File: src/rtl/div_pkg.sv
// Shared types and constants for the Newton-Raphson divider control FSM.
package div_pkg;

    localparam int unsigned ITERS_DEFAULT = 4;
    localparam int unsigned CNT_W         = 3;
    localparam int unsigned IA_W          = 16;

    typedef enum logic [2:0] {
        IDLE   = 3'd0,
        SEED_D = 3'd1,
        SEED_N = 3'd2,
        ITER_D = 3'd3,
        ITER_N = 3'd4,
        DONE   = 3'd5
    } state_t;

    // rightMux select codes for the initial-approximation table
    localparam logic [1:0] RM_IA0  = 2'b00;
    localparam logic [1:0] RM_IA1  = 2'b01;
    localparam logic [1:0] RM_IA2  = 2'b10;
    localparam logic [1:0] RM_IA3  = 2'b11;
    localparam logic [1:0] RM_NONE = 2'b00;

    // Reciprocal seeds in Q1.15: 0.9, 0.73, 0.62, 0.54
    localparam logic [IA_W-1:0] IA0_VAL = 16'h7333;
    localparam logic [IA_W-1:0] IA1_VAL = 16'h5D71;
    localparam logic [IA_W-1:0] IA2_VAL = 16'h4F5C;
    localparam logic [IA_W-1:0] IA3_VAL = 16'h451F;

    typedef struct packed {
        logic       ksave;
        logic       dsave;
        logic       nsave;
        logic       knextsel;
        logic [1:0] rightmux;
        logic       busy;
        logic       done;
        logic       err;
    } ctrl_t;

endpackage

File: src/rtl/div_control.sv
// Sequencer for an iterative (Goldschmidt-style) divider datapath: seed pair,
// ITERS refinement pairs, then a one-cycle done/err pulse.
module div_control
    import div_pkg::*;
#(
    parameter int unsigned ITERS = ITERS_DEFAULT
) (
    input  logic        clk,
    input  logic        reset,
    input  logic        start,
    input  logic [15:0] divisor,
    output logic        kSave,
    output logic        dSave,
    output logic        nSave,
    output logic        kNextSel,
    output logic [1:0]  rightMux,
    output logic        busy,
    output logic        done,
    output logic        err
);

    localparam logic [CNT_W-1:0] LAST_ITER = CNT_W'(ITERS - 1);

    state_t           state_q, state_d;
    logic [CNT_W-1:0] cnt_q, cnt_d;
    logic [1:0]       idx_q, idx_d;
    logic             err_q, err_d;
    ctrl_t            ctrl_q, ctrl_d;

    // Only the top three divisor bits steer the sequence
    logic divisor_unused_c;
    assign divisor_unused_c = ^divisor[12:0];

    always_ff @(posedge clk or posedge reset) begin
        if (reset) begin
            state_q <= IDLE;
            cnt_q   <= '0;
            idx_q   <= '0;
            err_q   <= 1'b0;
            ctrl_q  <= '0;
        end else begin
            state_q <= state_d;
            cnt_q   <= cnt_d;
            idx_q   <= idx_d;
            err_q   <= err_d;
            ctrl_q  <= ctrl_d;
        end
    end

    // Next state plus outputs decoded from the next state, so the registered
    // outputs always match a pure decode of the current state.
    always_comb begin
        state_d = state_q;
        cnt_d   = cnt_q;
        idx_d   = idx_q;
        err_d   = err_q;
        ctrl_d  = '0;

        case (state_q)
            IDLE: begin
                if (start) begin
                    idx_d   = divisor[14:13];
                    err_d   = ~divisor[15];
                    state_d = divisor[15] ? SEED_D : DONE;
                end
            end
            SEED_D: state_d = SEED_N;
            SEED_N: begin
                cnt_d   = '0;
                state_d = ITER_D;
            end
            ITER_D: state_d = ITER_N;
            ITER_N: begin
                cnt_d   = cnt_q + CNT_W'(1);
                state_d = (cnt_q == LAST_ITER) ? DONE : ITER_D;
            end
            DONE:    state_d = IDLE;
            default: state_d = IDLE;
        endcase

        case (state_d)
            SEED_D: begin
                ctrl_d.ksave    = 1'b1;
                ctrl_d.dsave    = 1'b1;
                ctrl_d.knextsel = 1'b1;
                ctrl_d.rightmux = idx_d;
                ctrl_d.busy     = 1'b1;
            end
            SEED_N: begin
                ctrl_d.nsave    = 1'b1;
                ctrl_d.knextsel = 1'b1;
                ctrl_d.rightmux = idx_d;
                ctrl_d.busy     = 1'b1;
            end
            ITER_D: begin
                ctrl_d.ksave    = 1'b1;
                ctrl_d.dsave    = 1'b1;
                ctrl_d.rightmux = RM_NONE;
                ctrl_d.busy     = 1'b1;
            end
            ITER_N: begin
                ctrl_d.nsave    = 1'b1;
                ctrl_d.rightmux = RM_NONE;
                ctrl_d.busy     = 1'b1;
            end
            DONE: begin
                ctrl_d.busy = 1'b1;
                ctrl_d.done = 1'b1;
                ctrl_d.err  = err_d;
            end
            default: ctrl_d = '0;
        endcase
    end

    assign kSave    = ctrl_q.ksave;
    assign dSave    = ctrl_q.dsave;
    assign nSave    = ctrl_q.nsave;
    assign kNextSel = ctrl_q.knextsel;
    assign rightMux = ctrl_q.rightmux;
    assign busy     = ctrl_q.busy;
    assign done     = ctrl_q.done;
    assign err      = ctrl_q.err;

endmodule

File: config.mk
export PLATFORM = sky130hd
export DESIGN_NAME = div_control
export DESIGN_NICKNAME = d
export VERILOG_FILES = /design/src/rtl/div_pkg.sv /design/src/rtl/div_control.sv
export SDC_FILE = /design/constraint.sdc
export NUM_CORES = 1
export LEC_CHECK = 0
export BUFFER_PORTS_ARGS = -buffer_cell sky130_fd_sc_hd__buf_2
export CAP_MARGIN = 40
export CORE_ASPECT_RATIO = 1.1
export CORE_MARGIN = 2
export CORE_UTILIZATION = 42
export DETAILED_ROUTE_END_ITERATION = 10
export GPL_TIMING_DRIVEN = 0
export MAX_ROUTING_LAYER = met4
export PLACE_DENSITY = 0.8
export SLEW_MARGIN = 20
export SYNTH_ARGS = -nofsm -noshare
export SYNTH_HDL_FRONTEND = slang
export SYNTH_SLANG_ARGS = --single-unit
File: constraint.sdc
create_clock -name clk -period 1.35 [get_ports clk]
set_input_delay 0.2025 -clock clk [delete_from_list [all_inputs] [get_ports clk]]
set_output_delay 0.2025 -clock clk [all_outputs]
set_load 0.02 [all_outputs]
==> results.txt <==
----------------------------------------------------
[Outcome]
  Run status ... finished, violations left
  Violated checks ... setup timing

[Synth]
  Share of the synthesized area in the top cell type ... 0.5574
  Warnings from Yosys ... 0
  Netlist Area Pre-Place ... 763.2 sq um
  Leading register cell type out of synthesis ... sky130_fd_sc_hd__dfrtp_1
  Synthesized netlist net count ... 89
  Most frequent cell after synthesis ... sky130_fd_sc_hd__dfrtp_1
  Top cell type by total area after synthesis ... sky130_fd_sc_hd__dfrtp_1
  Number of unique standard cell types used by synthesis ... 25
  Cells taking the most area after synthesis ... sky130_fd_sc_hd__dfrtp_1, sky130_fd_sc_hd__mux2_2, sky130_fd_sc_hd__ha_1
  Syn_area_per_cell ... 11.22 sq um
  Cells after synthesis ... 68
  Top cells by instance count after synthesis ... sky130_fd_sc_hd__dfrtp_1, sky130_fd_sc_hd__inv_1, sky130_fd_sc_hd__nand2_1
  Post-synth EDFFs ... 0
  Sequential element share of the synthesized area ... 0.5574
  Number of flip-flops and latches in the synthesized netlist ... 17
  Asr flop ratio synth ... 1.000

[Placed design]
  Final weighted congestion in routability-driven placement ... roughly 0.76
  Pre-CTS setup slack ... -183.6 ps
  HPWL after DPL ... approximately 980 microns
  Number of port buffers ... 14

[Final layout]
  Area of the multi-input gates ... roughly 300 sq um
  Area taken by flip-flops and latches ... 426.7 sq um
  Post-route core utilization ... 0.5273
  Total of fill cells in the finished design ... 158
  Synth-to-layout area growth ... 20.33%
  Diodes inserted ... 0
  Final layout net count ... between 100 and 150
  Share of layout cells above drive strength 1 ... 0.3708

[Worst setup path]
  Type of element launching the critical path ... flop
  Endpoint class of the critical path ... flop
  Number of buffer and inverter instances along the worst setup path ... 0
  Data required time at the worst endpoint ... 1550 ps
  Peak per-stage delay on the critical path ... roughly 430 ps
  Crit-path leading delay family ... simple AND/OR/NAND/NOR gates
  Setup Crit Path Kind ... flop to flop
  Peak fanout along the critical path ... 3
  Slowest CP cell ... sky130_fd_sc_hd__dfrtp_1
  Worst-path cell chain ... nor4b_4 -> mux2_4 -> and2_4
  WP data arrival ... 1620 ps

[Timing]
  Worst setup skew after layout ... 3.850 ps
  Final hold violations ... 0
  Worst Max-Slew Pin Slew ... about 640 ps
  Worst Hold Margin ... 140.1 ps
  Unrepaired setup endpoints after global routing ... true
  Final setup violation count ... 2
  Min setup slack post-route ... -76.29 ps
  Time the final worst path needs with I/O delays and setup ... 1426 ps
  Setup Total Neg Slack ... -130.0 ps
  Worst relative slew slack ... 0.5732
  Top achievable clock speed ... 701.1 MHz
  Pins Over Slew Limit ... 0
  Ratio of final minimum period to clock period ... 1.057

[Die]
  Horizontal die dimension ... 44.65 microns
  Die H ... 48.71 microns
  Core area ... around 1700 sq um
  Initial core utilization ... 0.4382
  Number of top-level design ports ... 28
  Core Rows ... 16
  Area enclosed by the die boundary ... around 2200 sq um

[Detailed routing]
  Remaining DRCs ... 0
  Routed Wire Length ... 1.453 mm
  Post-route ant nets ... 0
  Total vias in the final route ... 583
  Post-DR wirelength/cell ... between 10 and 15 microns
  Initial DRC count ... 15
  Via count normalized by instance count ... between 5 and 6
  Drt first pass iters ... 4

[Global routing]
  Initial antenna violation count ... 0
  First-pass GRT wire length ... 2.415 mm
  Vias in the first global route ... 580
  Global router's overall resource usage ... 0.1598
  Total congestion overflow ... 0
  Pin count of the biggest net entering global routing ... 18

[Clocking]
  Total clock buffers created by CTS ... 3
  Maximum clock path buffer count ... 2
  CTS clk-pin slew, worst paths ... 100 ps
  Clock tree from TritonCTS ... done
  Cell at the root of the clock tree ... sky130_fd_sc_hd__clkbuf_4
  Count of clock tree sinks ... 17
  Clock latency on the worst-skew pair ... 290 ps
  H-Tree Depth ... 1

[Power and ir drop]
  Worst-case vdd ir drop ... 0.9467 mV
  Pleak ... 0.4741 nW
  Power density of the placed cells ... 2444 nW/um^2
  Total power after layout ... 2.245 mW

[Worst hold path]
  Class of the most critical hold timing path ... input pin to flop

[Flow run]
  Number of max-cap violations ... 0

----------------------------------------------------
-- final cells by class --
cell class | instances | area share
clock inverters | 1 | 0.005450
clock buffers | 3 | 0.02452
multi-input cells | 42 | 0.3311
inverters | 5 | 0.02044
repair buffers | 18 | 0.1117
flip-flops and latches | 17 | 0.4646
plain buffers | 3 | 0.01771
well taps | 18 | 0.02452
-- worst paths after layout --
path | startpoint | end | slack (ps) | cells past startpoint
hold / removal | divisor[15] | err_q | 140 | 2
min in group asynchronous | reset | idx_q[1] | 530 | 3
max in group asynchronous | reset | state_q[2] | 380 | 3
setup reg to reg | state_q[1] | rightMux[1] | -80 | 3
setup / recovery | state_q[1] | rightMux[1] | -80 | 3
hold reg to reg | idx_q[0] | idx_q[0] | 510 | 1
-- metal layers --
layer / part of all wire / track usage / wire length [microns]
met1: 0.38 / 0.1614 / 547
met2: 0.51 / 0.2585 / 742
met3: 0.081 / 0.04104 / 118
met4: 0.031 / 0.1111 / 45
met5: 0 / - / 0
-- logic make-up (layout without fill, tap and decap cells) --
group | count (synthesis) | after routing | share of synthesized area
and+or+nand+nor | 21 | 21 | 0.1623
DFF | 17 | 17 | 0.5574
AOI/OAI and AO/OA | 14 | 14 | 0.1164
buffers and inverters | 9 | 30 | 0.06065
muxes | 5 | 5 | 0.07049
adders and majority gates | 2 | 2 | 0.03278
-- report_power, final --
part           switching [mW]  leakage (nW)  internal [mW]
registers               0.138         0.212          0.731
clock network           0.160        0.0177          0.110
logic                   0.596         0.244          0.511
-- layout by cell type (no fill, tap or decap) --
cell	Yosys	layout
sky130_fd_sc_hd__a21oi_1	4	4
sky130_fd_sc_hd__clkbuf_1	1	1
sky130_fd_sc_hd__mux2i_1	2	2
sky130_fd_sc_hd__or3b_2	1	1
sky130_fd_sc_hd__dlygate4sd3_1	0	1
sky130_fd_sc_hd__inv_1	5	5
sky130_fd_sc_hd__ha_1	2	2
sky130_fd_sc_hd__a21oi_2	1	1
sky130_fd_sc_hd__clkinv_2	0	1
sky130_fd_sc_hd__nor2b_1	2	2
sky130_fd_sc_hd__nor4b_4	1	1
sky130_fd_sc_hd__dfrtp_2	0	1
sky130_fd_sc_hd__and2_4	0	2
sky130_fd_sc_hd__mux2_4	0	2
sky130_fd_sc_hd__clkbuf_4	0	3
sky130_fd_sc_hd__a21o_1	3	3
sky130_fd_sc_hd__nand3_1	1	1
sky130_fd_sc_hd__o21ai_1	1	1
sky130_fd_sc_hd__buf_2	1	15
sky130_fd_sc_hd__or2_2	1	1
sky130_fd_sc_hd__nor2_1	4	4
sky130_fd_sc_hd__o21ai_0	3	3
sky130_fd_sc_hd__nand2_1	5	5
sky130_fd_sc_hd__dfrtp_1	17	16
sky130_fd_sc_hd__mux2_2	3	1
sky130_fd_sc_hd__buf_4	1	4
sky130_fd_sc_hd__nor3_1	3	3
sky130_fd_sc_hd__a2bb2oi_1	2	2
sky130_fd_sc_hd__nand2b_1	1	1
-- flip-flops by register name, summed over array words and instances (netlist names), 2 cells and up --
name      count
cnt_q         3
state_q       3
idx_q         2
rightMux      2
-- metrics by stage --
| stage | instances | instance area, sq um |
|---|---|---|
| 2_1_floorplan | 68 | 770.7 |
| 3_3_place_gp | 100 | 863.3 |
| 3_5_place_dp | 100 | 863.3 |
| 4_1_cts | 107 | 920.9 |
| 5_1_grt | 107 | 918.4 |
| 6_report | 107 | 918.4 |
-- repair_timing --
item,in CTS,in global routing
hold buffers,1,0
gates resized for setup,2,1
gates cloned,0,0
endpoints found under the hold margin,17,0
endpoints found under the setup margin,4,9
buffers inserted,2,1
pin swaps,1,2
(Power assumes the default switching activity.)
